`config.mk`:
```
export PLATFORM = sky130hd
export DESIGN_NAME = capture_ram_writer
export DESIGN_NICKNAME = d
export VERILOG_FILES = /design/src/rtl/capture_ram_writer_pkg.sv /design/src/rtl/capture_ram_writer.sv
export SDC_FILE = /design/constraint.sdc
export NUM_CORES = 1
export LEC_CHECK = 0
export ABC_AREA = 1
export ABC_CLOCK_PERIOD_IN_PS = 2050
export CORE_AREA = 2 2 125 127
export CTS_BUF_LIST = sky130_fd_sc_hd__clkbuf_8 sky130_fd_sc_hd__clkbuf_16
export CTS_CLUSTER_SIZE = 28
export DETAILED_ROUTE_END_ITERATION = 12
export DIE_AREA = 0 0 127 129
export GPL_TIMING_DRIVEN = 0
export PLACE_DENSITY = 0.76
export SLEW_MARGIN = 10
export SYNTH_ARGS = -nofsm -noshare
export SYNTH_HDL_FRONTEND = slang
export SYNTH_SLANG_ARGS = --single-unit
```
`constraint.sdc`:
```
create_clock -name clk_in -period 2.05 [get_ports clk_in]
set_input_delay 0.41 -clock clk_in [delete_from_list [all_inputs] [get_ports clk_in]]
set_output_delay 0.41 -clock clk_in [all_outputs]
set_load 0.01 [all_outputs]
```
`src/rtl/capture_ram_writer_pkg.sv`:
```
// rtl/capture_ram_writer_pkg.sv - shared states and constants for the capture RAM writer
package capture_ram_writer_pkg;

    typedef enum logic [1:0] {
        ST_IDLE    = 2'd0,
        ST_CAPTURE = 2'd1,
        ST_FLUSH   = 2'd2,
        ST_DONE    = 2'd3
    } state_t;

    localparam int unsigned WORD_BYTES = 4;
    localparam logic [3:0]  WE_FULL    = 4'hF;
    localparam logic [3:0]  WE_LOW     = 4'h3;

endpackage

```
`src/rtl/capture_ram_writer.sv`:
```
// rtl/capture_ram_writer.sv - packs 16-bit samples in pairs and writes them to BRAM port A
module capture_ram_writer
    import capture_ram_writer_pkg::*;
#(
    parameter int unsigned DEPTH_WORDS = 1024,
    parameter logic [31:0] BASE_ADDR   = 32'h0000_0000
) (
    input  logic        clk_in,
    input  logic        rst_n,
    input  logic        capture_start,
    input  logic        capture_stop,
    input  logic        s_valid,
    input  logic [15:0] s_data,
    output logic        s_ready,
    output logic        rsta,
    output logic        ena,
    output logic [3:0]  wea,
    output logic [31:0] addra,
    output logic [31:0] dina,
    output logic        busy,
    output logic        done,
    output logic [31:0] words_written
);

    localparam logic [31:0] DEPTH_W = 32'(DEPTH_WORDS);
    localparam logic [31:0] STRIDE  = 32'(WORD_BYTES);

    state_t      state_q, state_d;
    logic        half_q;
    logic [15:0] hold_q;
    logic [31:0] wr_addr_q;
    logic [31:0] ww_q;
    logic        ena_q;
    logic [3:0]  wea_q;
    logic [31:0] addra_q;
    logic [31:0] dina_q;

    logic accept;
    logic arm;
    logic full_wr;
    logic low_take;
    logic flush_wr;

    assign s_ready  = (state_q == ST_CAPTURE) && (ww_q != DEPTH_W);
    assign accept   = s_valid && s_ready;
    assign full_wr  = accept && half_q;
    assign low_take = accept && !half_q;
    assign flush_wr = (state_q == ST_FLUSH);

    always_ff @(posedge clk_in or negedge rst_n) begin
        if (!rst_n) begin
            state_q <= ST_IDLE;
        end else begin
            state_q <= state_d;
        end
    end

    always_comb begin
        state_d = state_q;
        arm     = 1'b0;
        case (state_q)
            ST_IDLE: begin
                if (capture_start) begin
                    state_d = ST_CAPTURE;
                    arm     = 1'b1;
                end
            end
            ST_CAPTURE: begin
                // After a stop, a dangling half-word exists exactly when half
                // and this cycle's acceptance disagree; only then is a flush needed.
                if (capture_stop) begin
                    state_d = (half_q ^ accept) ? ST_FLUSH : ST_DONE;
                end else if (ww_q == DEPTH_W) begin
                    state_d = ST_DONE;
                end
            end
            ST_FLUSH: begin
                state_d = ST_DONE;
            end
            ST_DONE: begin
                if (capture_start) begin
                    state_d = ST_CAPTURE;
                    arm     = 1'b1;
                end
            end
            default: begin
                state_d = ST_IDLE;
            end
        endcase
    end

    always_ff @(posedge clk_in or negedge rst_n) begin
        if (!rst_n) begin
            half_q    <= 1'b0;
            hold_q    <= 16'h0000;
            wr_addr_q <= BASE_ADDR;
            ww_q      <= 32'd0;
            ena_q     <= 1'b0;
            wea_q     <= 4'h0;
            addra_q   <= BASE_ADDR;
            dina_q    <= 32'd0;
        end else begin
            ena_q <= 1'b0;
            wea_q <= 4'h0;
            if (arm) begin
                half_q    <= 1'b0;
                hold_q    <= 16'h0000;
                wr_addr_q <= BASE_ADDR;
                ww_q      <= 32'd0;
            end else if (flush_wr) begin
                ena_q     <= 1'b1;
                wea_q     <= WE_LOW;
                dina_q    <= {16'h0000, hold_q};
                addra_q   <= wr_addr_q;
                wr_addr_q <= wr_addr_q + STRIDE;
                ww_q      <= ww_q + 32'd1;
                half_q    <= 1'b0;
            end else if (full_wr) begin
                ena_q     <= 1'b1;
                wea_q     <= WE_FULL;
                dina_q    <= {s_data, hold_q};
                addra_q   <= wr_addr_q;
                wr_addr_q <= wr_addr_q + STRIDE;
                ww_q      <= ww_q + 32'd1;
                half_q    <= 1'b0;
            end else if (low_take) begin
                hold_q <= s_data;
                half_q <= 1'b1;
            end
        end
    end

    assign rsta          = 1'b0;
    assign ena           = ena_q;
    assign wea           = wea_q;
    assign addra         = addra_q;
    assign dina          = dina_q;
    assign busy          = (state_q == ST_CAPTURE) || (state_q == ST_FLUSH);
    assign done          = (state_q == ST_DONE);
    assign words_written = ww_q;

endmodule
```
# [Word-level counts from Yosys, hierarchy flattened]
# Index checks and enable logic that the tools add are counted.
[word_totals] reg_bits=152 wordCells=68 out_inout_bits=105 inputBits=21
[op_classes] n_reduce_logical=15 eq_ne=9 mux=31 n_addsub=2 bitwise_logic=2
[op_table] operator="two-way mux 32 bit" count=10
[op_table] operator="two-way mux 16 bit" count=4
[op_table] operator="adder 32 x 1 -> 32 bit, second input constant" count=1
[op_table] operator="adder 32 x 3 -> 32 bit, second input constant" count=1
[op_table] operator="equality test 32 x 11 -> 1 bit, second input constant" count=1
[op_table] operator="inequality test 32 x 11 -> 1 bit, second input constant" count=1
[op_table] operator="two-way mux 4 bit" count=3
[op_table] operator="two-way mux 1 bit" count=10
[op_table] operator="two-way mux 2 bit" count=3
[op_table] operator="case mux 2 bit (3 select lines)" count=1
[op_table] operator="equality test 2 bit, second input constant" count=2
[op_table] operator="logical AND 1 bit" count=4
[op_table] operator="inequality test 2 bit, second input constant" count=2
[op_table] operator="AND reduction 2 bit" count=2
[op_table] operator="nonzero test 2 bit" count=2
[op_table] operator="nonzero test 4 bit" count=1
[op_table] operator="inequality test 3 x 2 -> 1 bit, second input constant" count=1
[op_table] operator="AND reduction 3 bit" count=1
[op_table] operator="nonzero test 3 bit" count=1
[op_table] operator="equality test 2 x 1 -> 1 bit, second input constant" count=1
[op_table] operator="zero test 2 bit" count=1
[op_table] operator="inequality test 2 x 1 -> 1 bit, second input constant" count=1
[op_table] operator="OR reduction 2 bit" count=1
[op_table] operator="zero test 1 bit" count=1
[op_table] operator="other kinds (3)" count=3

# [Longest topological paths before layout]
[logic_depth] depth_word=8 depth_mapped=18 ltp_nobuf=18

# [Least setup slack after synthesis]
# OpenSTA, ideal clock, no wires.
[synth_path] kind="flip-flop to flip-flop" start="register ww_q[0] (netlist: words_written[0])" end="register dina_q[12] (netlist: dina[12])" t_arrival_ns=2.063 setup_ns=0.126 path_slack_ns=-0.139 path_stages_with_launch=17 synth_period_minus_slack_ns=2.189 n_path_buf=2 path_cell_list="dfrtp_1 inv_1 ha_1 inv_1 nor2_1 nand2_1 nor2_1 nand2_1 nand2_1 nor2_1 ha_1 nor2_4 nor2_4 inv_2 buf_4 buf_2 o21ai_0"
[synth_between] elab_chain_cells=6
[synth_lines] element="start, declared" line_no="capture_ram_writer.sv:32" rtl="logic [31:0] ww_q;"
[synth_lines] element="start signal, assigned" line_no="capture_ram_writer.sv:116" rtl="ww_q <= ww_q + 32'd1;"
[synth_lines] element="start signal, assigned" line_no="capture_ram_writer.sv:124" rtl="ww_q <= ww_q + 32'd1;"
[synth_lines] element="inequality test 32 x 11 -> 1 bit" line_no="capture_ram_writer.sv:44" rtl="assign s_ready = (state_q == ST_CAPTURE) && (ww_q != DEPTH_W);"
[synth_lines] element="logical AND 1 bit" line_no="capture_ram_writer.sv:44"
[synth_lines] element="logical AND 1 bit" line_no="capture_ram_writer.sv:45" rtl="assign accept = s_valid && s_ready;"
[synth_lines] element="logical AND 1 bit" line_no="capture_ram_writer.sv:46" rtl="assign full_wr = accept && half_q;"
[synth_lines] element="nonzero test 2 bit (no line)"
[synth_lines] element="AND reduction 2 bit (no line)"
[synth_lines] element="end signal, assigned" line_no="capture_ram_writer.sv:113" rtl="dina_q <= {16'h0000, hold_q};"
[synth_lines] element="end signal, assigned" line_no="capture_ram_writer.sv:121" rtl="dina_q <= {s_data, hold_q};"
[synth_lines] element="end, declared" line_no="capture_ram_writer.sv:36" rtl="logic [31:0] dina_q;"
# No other way between the ends.
# A chain may end at the register's enable or synchronous reset.

# [Worst setup path after layout]
[layout_path] start="register ww_q[5] (netlist: words_written[5])" end="register hold_q[3]"
[layout_between] elab_chain_cells=6
[layout_lines] element="inequality test 32 x 11 -> 1 bit *" line_no="capture_ram_writer.sv:44"
[layout_lines] element="logical AND 1 bit *" line_no="capture_ram_writer.sv:44"
[layout_lines] element="logical AND 1 bit *" line_no="capture_ram_writer.sv:45"
[layout_lines] element="logical AND 1 bit, on equally long branches" line_no="capture_ram_writer.sv:46, capture_ram_writer.sv:47"
[layout_lines] element="inequality test 2 bit (no line) or nonzero test 2 bit (tied branches)"
[layout_lines] element="AND reduction 3 bit (no line) *"
[layout_lines] element="end signal, assigned" line_no="capture_ram_writer.sv:127" rtl="hold_q <= s_data;"
[layout_lines] element="end, declared" line_no="capture_ram_writer.sv:30" rtl="logic [15:0] hold_q;"
# Every way passes the cells marked *; elsewhere a longest branch is shown, timed or not.

==> impl_metrics.tcl <==
set metrics [dict create \
    min_period_over_period_pct 121 \
    ys_seq_area_share_pct 51.4 \
    root_buffer "clkbuf_16" \
    cts_buffers 17 \
    insertion_delay_ps 430 \
    gp_congestion 0.936 \
    final_hold_viol_count 0 \
    synth_seq_cells 146 \
    start_util_pct 47.5 \
    cts_tree "built" \
    cts_sinks 146 \
    syn_area_um2 7110 \
    grt_pass1_wl_mm 36.3 \
    first_pass_iters 9 \
    crit_arrival_ps 2840 \
    yosys_warnings 0 \
    endpoint_kind "register" \
    diodes 0 \
    grt_use_met1_pct 35.9 \
    r2r-end "hold_q[3]" \
    grt-ovfl-total 0 \
    core_area_um2 15000 \
    global_route.usage.met2_pct 48.7 \
    area_growth_pct 58.7 \
    layout.nets 1143 \
    grt_max_degree 75 \
    grt_use_met3_pct 5.49 \
    ios 126 \
    utilization_pct 75.4 \
    leakage_nw 5.11 \
    top_usage_layer "met2" \
    finalSetupViolations 146 \
    fin_area_um2 11300 \
    required_ps 2410 \
    grt_pass1_vias 7100 \
    place_area_um2 8680 \
    num_rows 45 \
    drt_first_iter_violations 794 \
    hp-start "dina[10]" \
    slew_headroom_pct 48.8 \
    die-area_um2 16400 \
    reg2reg_depth 17 \
    syn_inst 901 \
    clock_path_buffers 2 \
    holdPathStages 2 \
    antenna_found_initial 0 \
    die_x_um 127 \
    ant_nets 0 \
    hpwlAfterDp_mm 13.9 \
    path_cells "inv_1, nand2_1, nor2_1, nand2_1, nor2_4, nand2_2, nand2_4, nor2_4, ha_4, buf_4, inv_4, nand2_4, a21oi_4, buf_4, buf_6, nand3_2, o21ai_4" \
    portBuffers 122 \
    finClkSkew_ps 8.71 \
    period_needed_ps 2490 \
    startpoint_type "register" \
    ys_types 33 \
    fin_setup_tns_ps -40620 \
    htreeDepth 4 \
    slowest_stage "dfrtp_2" \
    crit_fanout 6 \
    finalWorstSetupSlack_ps -435 \
    p_per_area_nw_per_um2 1280 \
    drc 0 \
    hp-class "reg2reg" \
    holdPathEnd "dina[10]" \
    grt_use_total_pct 28.6 \
    violations "negative setup slack" \
    slew_viol_final 0 \
    fp.dieH_um 129 \
    vdd_drop_max_uv 612 \
    wl_mm 26.6 \
    rr_startpoint "words_written[5]" \
    fmaxAchievable_mhz 402 \
    rsz0062_at_grt "true" \
    cts.clk_slew.worst_paths_ps 60 \
    status "finished, violations left" \
    worst_pin_slew_ps 767 \
    max_cap_violations 0 \
    cp_slowest_stage_delay_ps 450 \
    avgSynthCellArea_um2 7.89 \
    drive_gt1_share_pct 28.4 \
    dp_cells 1214 \
    crit_type "reg2reg" \
    r2r_setup_slack_ps -440 \
    routedWlPerCell_um 20.2 \
    via_per_inst 5.82 \
    final_cells 1314 \
    vias 7644 \
]
[routing by layer]
metal | routed length, um | part of all wire [%]
met1 | 9710 | 37
met3 | 2390 | 9.0
met4 | 1510 | 5.7
met5 | 0 | 0
met2 | 13000 | 49
[kinds of logic after synthesis]
group / Yosys count / share of synthesized area [%]
flops: 146 / 51.4
fa+ha+maj: 9 / 1.58
compound gates: 117 / 9.31
simple gates: 475 / 28.6
other cells: 1 / 0.0527
xor+xnor: 1 / 0.123
buf+inv: 152 / 8.92
[state kept, by name (all words and copies together), names as in the netlist]
| name | cells |
|---|---|
| dina | 32 |
| wr_addr_q | 30 |
| words_written | 32 |
| half_q | 1 |
| state_q | 2 |
| wea | 2 |
| addra | 30 |
| hold_q | 16 |
| ena | 1 |
[synthesized netlist by cell type (all sizes together)]
master / n / area share [%]
nor4: 1 / 0.088
o211ai: 1 / 0.11
o31ai: 1 / 0.11
nor3: 24 / 1.8
nor2: 135 / 7.9
inv: 119 / 6.3
nand4: 17 / 1.5
nor3b: 1 / 0.11
conb: 1 / 0.053
o21a: 2 / 0.21
o22ai: 2 / 0.18
or2: 1 / 0.088
nand2: 221 / 12
o21ai: 77 / 5.4
buf: 27 / 2.3
clkbuf: 6 / 0.32
dfrtp: 146 / 51
nand3: 75 / 5.4
ha: 9 / 1.6
o221ai: 1 / 0.12
a21oi: 17 / 1.2
a22o: 16 / 2.0
xnor2: 1 / 0.12
[area by class of cell]
| cell class | count | area [um^2] |
|---|---|---|
| multi-input cells | 605 | 3720 |
| clock buffers | 19 | 453 |
| fillers | 924 | 3690 |
| inverters | 119 | 469 |
| repair buffers | 193 | 2250 |
| well taps | 188 | 235 |
| clock inverters | 13 | 113 |
| plain buffers | 31 | 387 |
| flip-flops and latches | 146 | 3660 |
[worst max-delay path by stage]
stage | start | cells after the start | slack [ps] | end
after detailed placement | words_written[0] | 16 | -710 | words_written[15]
after CTS | words_written[1] | 19 | -240 | wr_addr_q[27]
after floorplan | words_written[0] | 16 | -60 | words_written[15]
final | words_written[5] | 17 | -440 | hold_q[3]
after global placement | rst_n | 1 | -5260 | words_written[11]
after global routing | words_written[29] | 18 | -650 | wr_addr_q[30]
[worst max-delay path: cells and delay by family (launching register included)]
family	cells	cell delay (ps)
compound gates	2	350
simple gates	9	850
buf+inv	5	630
flops	1	450
fa+ha+maj	1	160
[per-stage QoR]
stage | worst slack, ps | hold slack, ps | power (mW)
floorplan | -64.3 | 114 | 5.85
global placement | -5260 | 459 | 7.58
detailed placement | -713 | 419 | 7.67
CTS | -243 | 485 | 12.7
global route | -645 | 529 | 14.9
finish | -435 | 501 | 14.4
[layout by cell type (no fill, tap or decap), types with 4 or more instances in the layout]
cell type        netlist  final
o21ai_2                0     35
inv_1                117    108
ha_1                   9      6
o21ai_1                8     35
nand2_1              219    166
buf_4                 11     32
o21ai_0               69      5
buf_6                  1     13
dfrtp_1              146    142
buf_12                 0     14
buf_8                  0     19
nor2_4                 6     19
clkinv_4               0      4
nor2_2                 3     11
nand3_2                2     23
clkdlybuf4s50_1        0    118
clkinv_2               0      5
buf_2                 12      4
nand3_1               73     46
nand4_1               17     17
nand3_4                0      6
nand2_2                2     25
buf_16                 0      9
a21oi_2                0      4
a21oi_1               17     11
clkbuf_16              0     24
inv_2                  2      7
dfrtp_2                0      4
nor3_1                22     18
nand2_4                0     30
nor2_1               126    105
a22o_1                16     16
[power breakdown]
part / leakage, nW / total (mW) / switching, mW / internal [mW]
Combinational: 2.87 / 7.50 / 3.80 / 3.70
Sequential: 1.96 / 3.89 / 0.417 / 3.47
Clock: 0.274 / 3.01 / 1.28 / 1.73
[timing repair]
item,CTS,global route
hold endpoints to repair,72,0
endpoints found under the setup margin,146,147
gates cloned,12,7
hold buffers,1,0
pin swaps,33,35
gates resized for setup,249,153
setup buffers,37,16
Note: power is estimated with default switching activity, not from simulation.
==> RTL change 1, RTL diff (config.mk and constraints unchanged) <==
Re-encode `state_t` (4 states) as one-hot, 4 bits wide.
--- a/src/rtl/capture_ram_writer_pkg.sv
+++ b/src/rtl/capture_ram_writer_pkg.sv
@@ -1,11 +1,11 @@
 // rtl/capture_ram_writer_pkg.sv - shared states and constants for the capture RAM writer
 package capture_ram_writer_pkg;
 
-    typedef enum logic [1:0] {
-        ST_IDLE    = 2'd0,
-        ST_CAPTURE = 2'd1,
-        ST_FLUSH   = 2'd2,
-        ST_DONE    = 2'd3
+    typedef enum logic [3:0] {
+        ST_IDLE    = 4'b0001,
+        ST_CAPTURE = 4'b0010,
+        ST_FLUSH   = 4'b0100,
+        ST_DONE    = 4'b1000
     } state_t;
 
     localparam int unsigned WORD_BYTES = 4;
Behaviour: same outputs for any inputs over 4 cycles, from zero or initial values and one cycle with rst_n low; so few cycles prove little.
==> RTL change 1 against the unedited design <==
- the flow still finishes with violations (setup timing)
- sequential cell count up 2
- highest routed layer unchanged
- final area down 1.2%
- critical path depth down 2
- final cell count up 3.2%
- routed wire length down 9.7%
- core utilization down 0.89 points
- count of clock-buffer cells in the layout down 2
- synthesized area up 2.9%
- clock skew up 0.00052 ns
- worst setup slack better by 0.30 ns
- die area unchanged
- fmax up 14%
Power is not compared: it rests on default switching activity, and its combinational part moved more than twofold at a synthesized area within 25%.
==> RTL change 1: results (changes against the unedited design) <==
outcome finished with violations (unchanged); failing checks setup timing (unchanged); post-place setup slack -0.4120 ns (was -0.7135 ns); Final Wtd Congestion 0.9274 (was 0.9357); setup ws final -0.1361 ns (was -0.4353 ns); layout cell share with drive strength beyond 1 0.2697 (was 0.2842); Area contributors post-synth dfrtp_1 (50%), nand2_1 (14%), nor2_1 (6.9%) (was dfrtp_1 (51%), nand2_1 (12%), nor2_1 (6.7%)); DP HPWL 14,040 um (was 13,870 um); origin of the critical flop-to-flop path words_written[20]$_DFFE_PN0P_ (was words_written[5]$_DFFE_PN0P_); worst hold slack 0.4945 ns (was 0.5011 ns); dpl cells 1,263 (was 1,214); first-pass GRT wire length 33,800 um (was 36,320 um); Max transition margin 0.6347 (was 0.4885); largest net degree at the start of global routing 91 (was 75); reg2reg end dina[31]$_DFFE_PN0P_ (was hold_q[3]$_DFFE_PN0P_); Mean Syn Cell Area 7.705 um^2 (was 7.892 um^2); First-pass DRT Iterations 5 (was 9); detailed-route via count 7,434 (was 7,644); Final #Nets 1,181 (was 1,143); Worst Skew 0.009230 ns (was 0.008714 ns); Routed WL per cell 17.69 um (was 20.23 um); Initial DRC Count 827 (was 794); sequential area share after synthesis 0.5062 (was 0.5138); CP Max Fanout 9 (was 6); Setup violations, final 121 (was 146)
## RTL change 1: changes by cell type after synthesis, sizes merged, moves of 4 or more
cell | before | now
nand2 | 221 | 276
a22o | 16 | 0
nor3 | 24 | 8
o22ai | 2 | 17
nand3 | 75 | 63
a21oi | 17 | 28
inv | 119 | 126
clkbuf | 6 | 1
and2 | 0 | 4
ha | 9 | 5
nor2 | 135 | 139
## RTL change 1: cell families after synthesis
kind of cell    count (synthesis)  synth area share
simple gates                  509            0.2906
compound gates                127           0.09333
xor+xnor                        3          0.003590
flops                         148            0.5062
other cells                     1         0.0005123
fa+ha+maj                       5          0.008547
buf+inv                       157           0.09726
## RTL change 1: stage by stage
step	area (um^2)	setup TNS, ns
floorplan	7388	-0.1051
global placement	8845	-844.31
detailed placement	8877	-36.80
CTS	10240	-6.933
global route	11150	-24.13
finish	11150	-8.561
## RTL change 1: worst min-delay path by stage
stage	to	start
3_5_place_dp	dina[0]$_DFFE_PN0P_	rst_n
6_report	addra[29]$_DFFE_PN0P_	addra[29]$_DFFE_PN0P_
5_1_grt	addra[7]$_DFFE_PN0P_	addra[7]$_DFFE_PN0P_
4_1_cts	addra[24]$_DFFE_PN0P_	addra[24]$_DFFE_PN0P_
2_1_floorplan	addra[10]$_DFFE_PN0P_	rst_n
3_3_place_gp	addra[17]$_DFFE_PN0P_	addra[17]$_DFFE_PN0P_
## RTL change 1: worst min-delay path: cells and delay by family, from the launching register on
family | cells | cell delay (ns)
compound gates | 1 | 0.06
flops | 1 | 0.35
simple gates | 1 | 0.05
## RTL change 1: what timing repair did
| item | in CTS | in global routing |
|---|---|---|
| setup endpoints to repair | 148 | 146 |
| pin swaps | 17 | 39 |
| gates cloned | 5 | 9 |
| setup buffers | 20 | 27 |
| resized for setup | 134 | 151 |
| hold buffers | 1 | 0 |
| endpoints found under the hold margin | 58 | 0 |
## RTL change 1: area by class of cell
cell class | count | area, um^2 | area share
plain buffers | 30 | 392.9 | 0.03523
clock buffers | 17 | 425.4 | 0.03815
clock inverters | 15 | 217.7 | 0.01952
inverters | 126 | 480.5 | 0.04308
multi-input cells | 648 | 3705 | 0.3322
flip-flops and latches | 148 | 3724 | 0.3339
well taps | 188 | 235.2 | 0.02109
repair buffers | 184 | 1972 | 0.1768
## RTL change 1: power breakdown
| group | internal (uW) | switching (uW) |
|---|---|---|
| logic | 1860 | 1870 |
| registers | 3600 | 454 |
| clock network | 2070 | 1370 |
| total | 7530 | 3690 |
## RTL change 1: per-layer routing
| layer | wire length (um) | global-route usage | share of wire |
|---|---|---|---|
| met2 | 11900 | 0.4386 | 0.50 |
| met5 | 0 | 0 | 0 |
| met4 | 701 | 0.09825 | 0.029 |
| met3 | 1822 | 0.05239 | 0.076 |
| met1 | 9571 | 0.3450 | 0.40 |
==> RTL change 2, RTL diff (same flow settings) <==
Made on the original files. `DEPTH_WORDS`: 1024 -> 768.
--- a/src/rtl/capture_ram_writer.sv
+++ b/src/rtl/capture_ram_writer.sv
@@ -2,7 +2,7 @@
 module capture_ram_writer
     import capture_ram_writer_pkg::*;
 #(
-    parameter int unsigned DEPTH_WORDS = 1024,
+    parameter int unsigned DEPTH_WORDS = 768,
     parameter logic [31:0] BASE_ADDR   = 32'h0000_0000
 ) (
     input  logic        clk_in,
Check against the original RTL: same outputs for any inputs over 4 cycles, from zero or initial values and one cycle with rst_n low; that may be too few to reach the edited logic, so the function may still have changed.
==> RTL change 2 against the unedited design <==
- the flow still finishes with violations (setup timing)
- non-clock buffer count increased by 2
- worst setup slack improved by 0.054 ns
- combinational power fell by 8.0%
- total power decreased by 2.4%
- hold slack worse by 0.019 ns
- final cell count down 2.5%
- synthesized area down 1.1%
- largest power group unchanged
- sequential cell count unchanged
- synthesized cell count is 4.0% lower
- routed wire length shrank 9.2%
- final area fell by 2.3%
==> RTL change 2: results (changes against the unedited design) <==
post-CTS sizing 252 (was 249); Reg2Reg Depth 14 (was 17); Area contributors post-synth dfrtp_1 (52%), nand2_1 (11%), nor2_1 (7.5%) (was dfrtp_1 (51%), nand2_1 (12%), nor2_1 (6.7%)); net switching power 5282 uW (was 5496 uW); setup ws final -0.3817 ns (was -0.4353 ns); Mean Syn Cell Area 8.128 um^2 (was 7.892 um^2); critical path startpoint words_written[16]$_DFFE_PN0P_ (was words_written[5]$_DFFE_PN0P_); Worst VDD drop 732.7 uV (was 611.5 uV); gr usage total 0.2827 (was 0.2859); GR Layer Usage met1 0.3501 (was 0.3588); first-pass GRT wire length 35,870 um (was 36,320 um); post-route setup TNS -37.85 ns (was -40.62 ns); Register Area 3674 um^2 (was 3659 um^2); Vias/cell 5.601 (was 5.817); failing checks setup timing (unchanged); Non-Filler Instances 1,281 (was 1,314); Final Wtd Congestion 0.8982 (was 0.9357); Netlist cell types 42 (was 33); met2 wire length 11,830 um (was 12,970 um); dpl cell area 8602 um^2 (was 8677 um^2); Worst Skew 0.01103 ns (was 0.008714 ns); met3 GRT Util 0.06570 (was 0.05489); reg2reg end words_written[4]$_DFFE_PN0P_ (was hold_q[3]$_DFFE_PN0P_); DP HPWL 13,080 um (was 13,870 um); Total Power 14,050 uW (was 14,390 uW); Clock Power 3250 uW (was 3010 uW); dpl cells 1,178 (was 1,214); Buffers excl. clock 226 (was 224); comb pwr 6900 uW (was 7500 uW); outcome finished with violations (unchanged); number of clock buffers in the layout 18 (was 19); Routed WL per cell 18.84 um (was 20.23 um); multi-input combinational cell count 603 (was 605); post-place setup slack -0.5482 ns (was -0.7135 ns); largest net degree at the start of global routing 80 (was 75); Initial DRC Count 587 (was 794); hold path start addra[19]$_DFFE_PN0P_ (was dina[10]$_DFFE_PN0P_); fin util 0.7358 (was 0.7536); Met3 Wirelength 1947 um (was 2385 um); origin of the critical flop-to-flop path words_written[16]$_DFFE_PN0P_ (was words_written[5]$_DFFE_PN0P_); First-pass DRT Iterations 5 (was 9); Hold Path Sink addra[19]$_DFFE_PN0P_ (was dina[10]$_DFFE_PN0P_); layout cell share with drive strength beyond 1 0.3019 (was 0.2842); fillcell total 939 (was 924); post-CTS setup buffers 41 (was 37); Final #Nets 1,110 (was 1,143); non-clk buf share 0.2310 (was 0.2337); vias in the first global route 6,906 (was 7,100); ClkCell Share 0.05484 (was 0.05011); multi-input combinational area share 0.3277 (was 0.3296); Setup violations, final 146 (unchanged); Max transition margin 0.4186 (was 0.4885); CP arrival 2.73 ns (was 2.84 ns)
==> RTL change 2: logic make-up after synthesis <==
family / synth area share
DFF: 0.5197
and+or+nand+nor: 0.2917
xor gates and xnor gates: 0.001246
AOI/OAI and AO/OA: 0.1000
adders and majority gates: 0.01602
buffers and inverters: 0.07083
other: 0.0005334
==> RTL change 2: how the worst max path moves through the flow <==
| stage | cells past startpoint | slack (ns) | end |
|---|---|---|---|
| finish | 14 | -0.38 | words_written[4]$_DFFE_PN0P_ |
| global route | 15 | -0.52 | wr_addr_q[27]$_DFFE_PN0P_ |
| CTS | 16 | -0.27 | wr_addr_q[27]$_DFFE_PN0P_ |
| detailed placement | 12 | -0.55 | dina[28]$_DFFE_PN0P_ |
| global placement | 1 | -5.38 | wr_addr_q[29]$_DFFE_PN0P_ |
| floorplan | 16 | -0.08 | wr_addr_q[27]$_DFFE_PN0P_ |
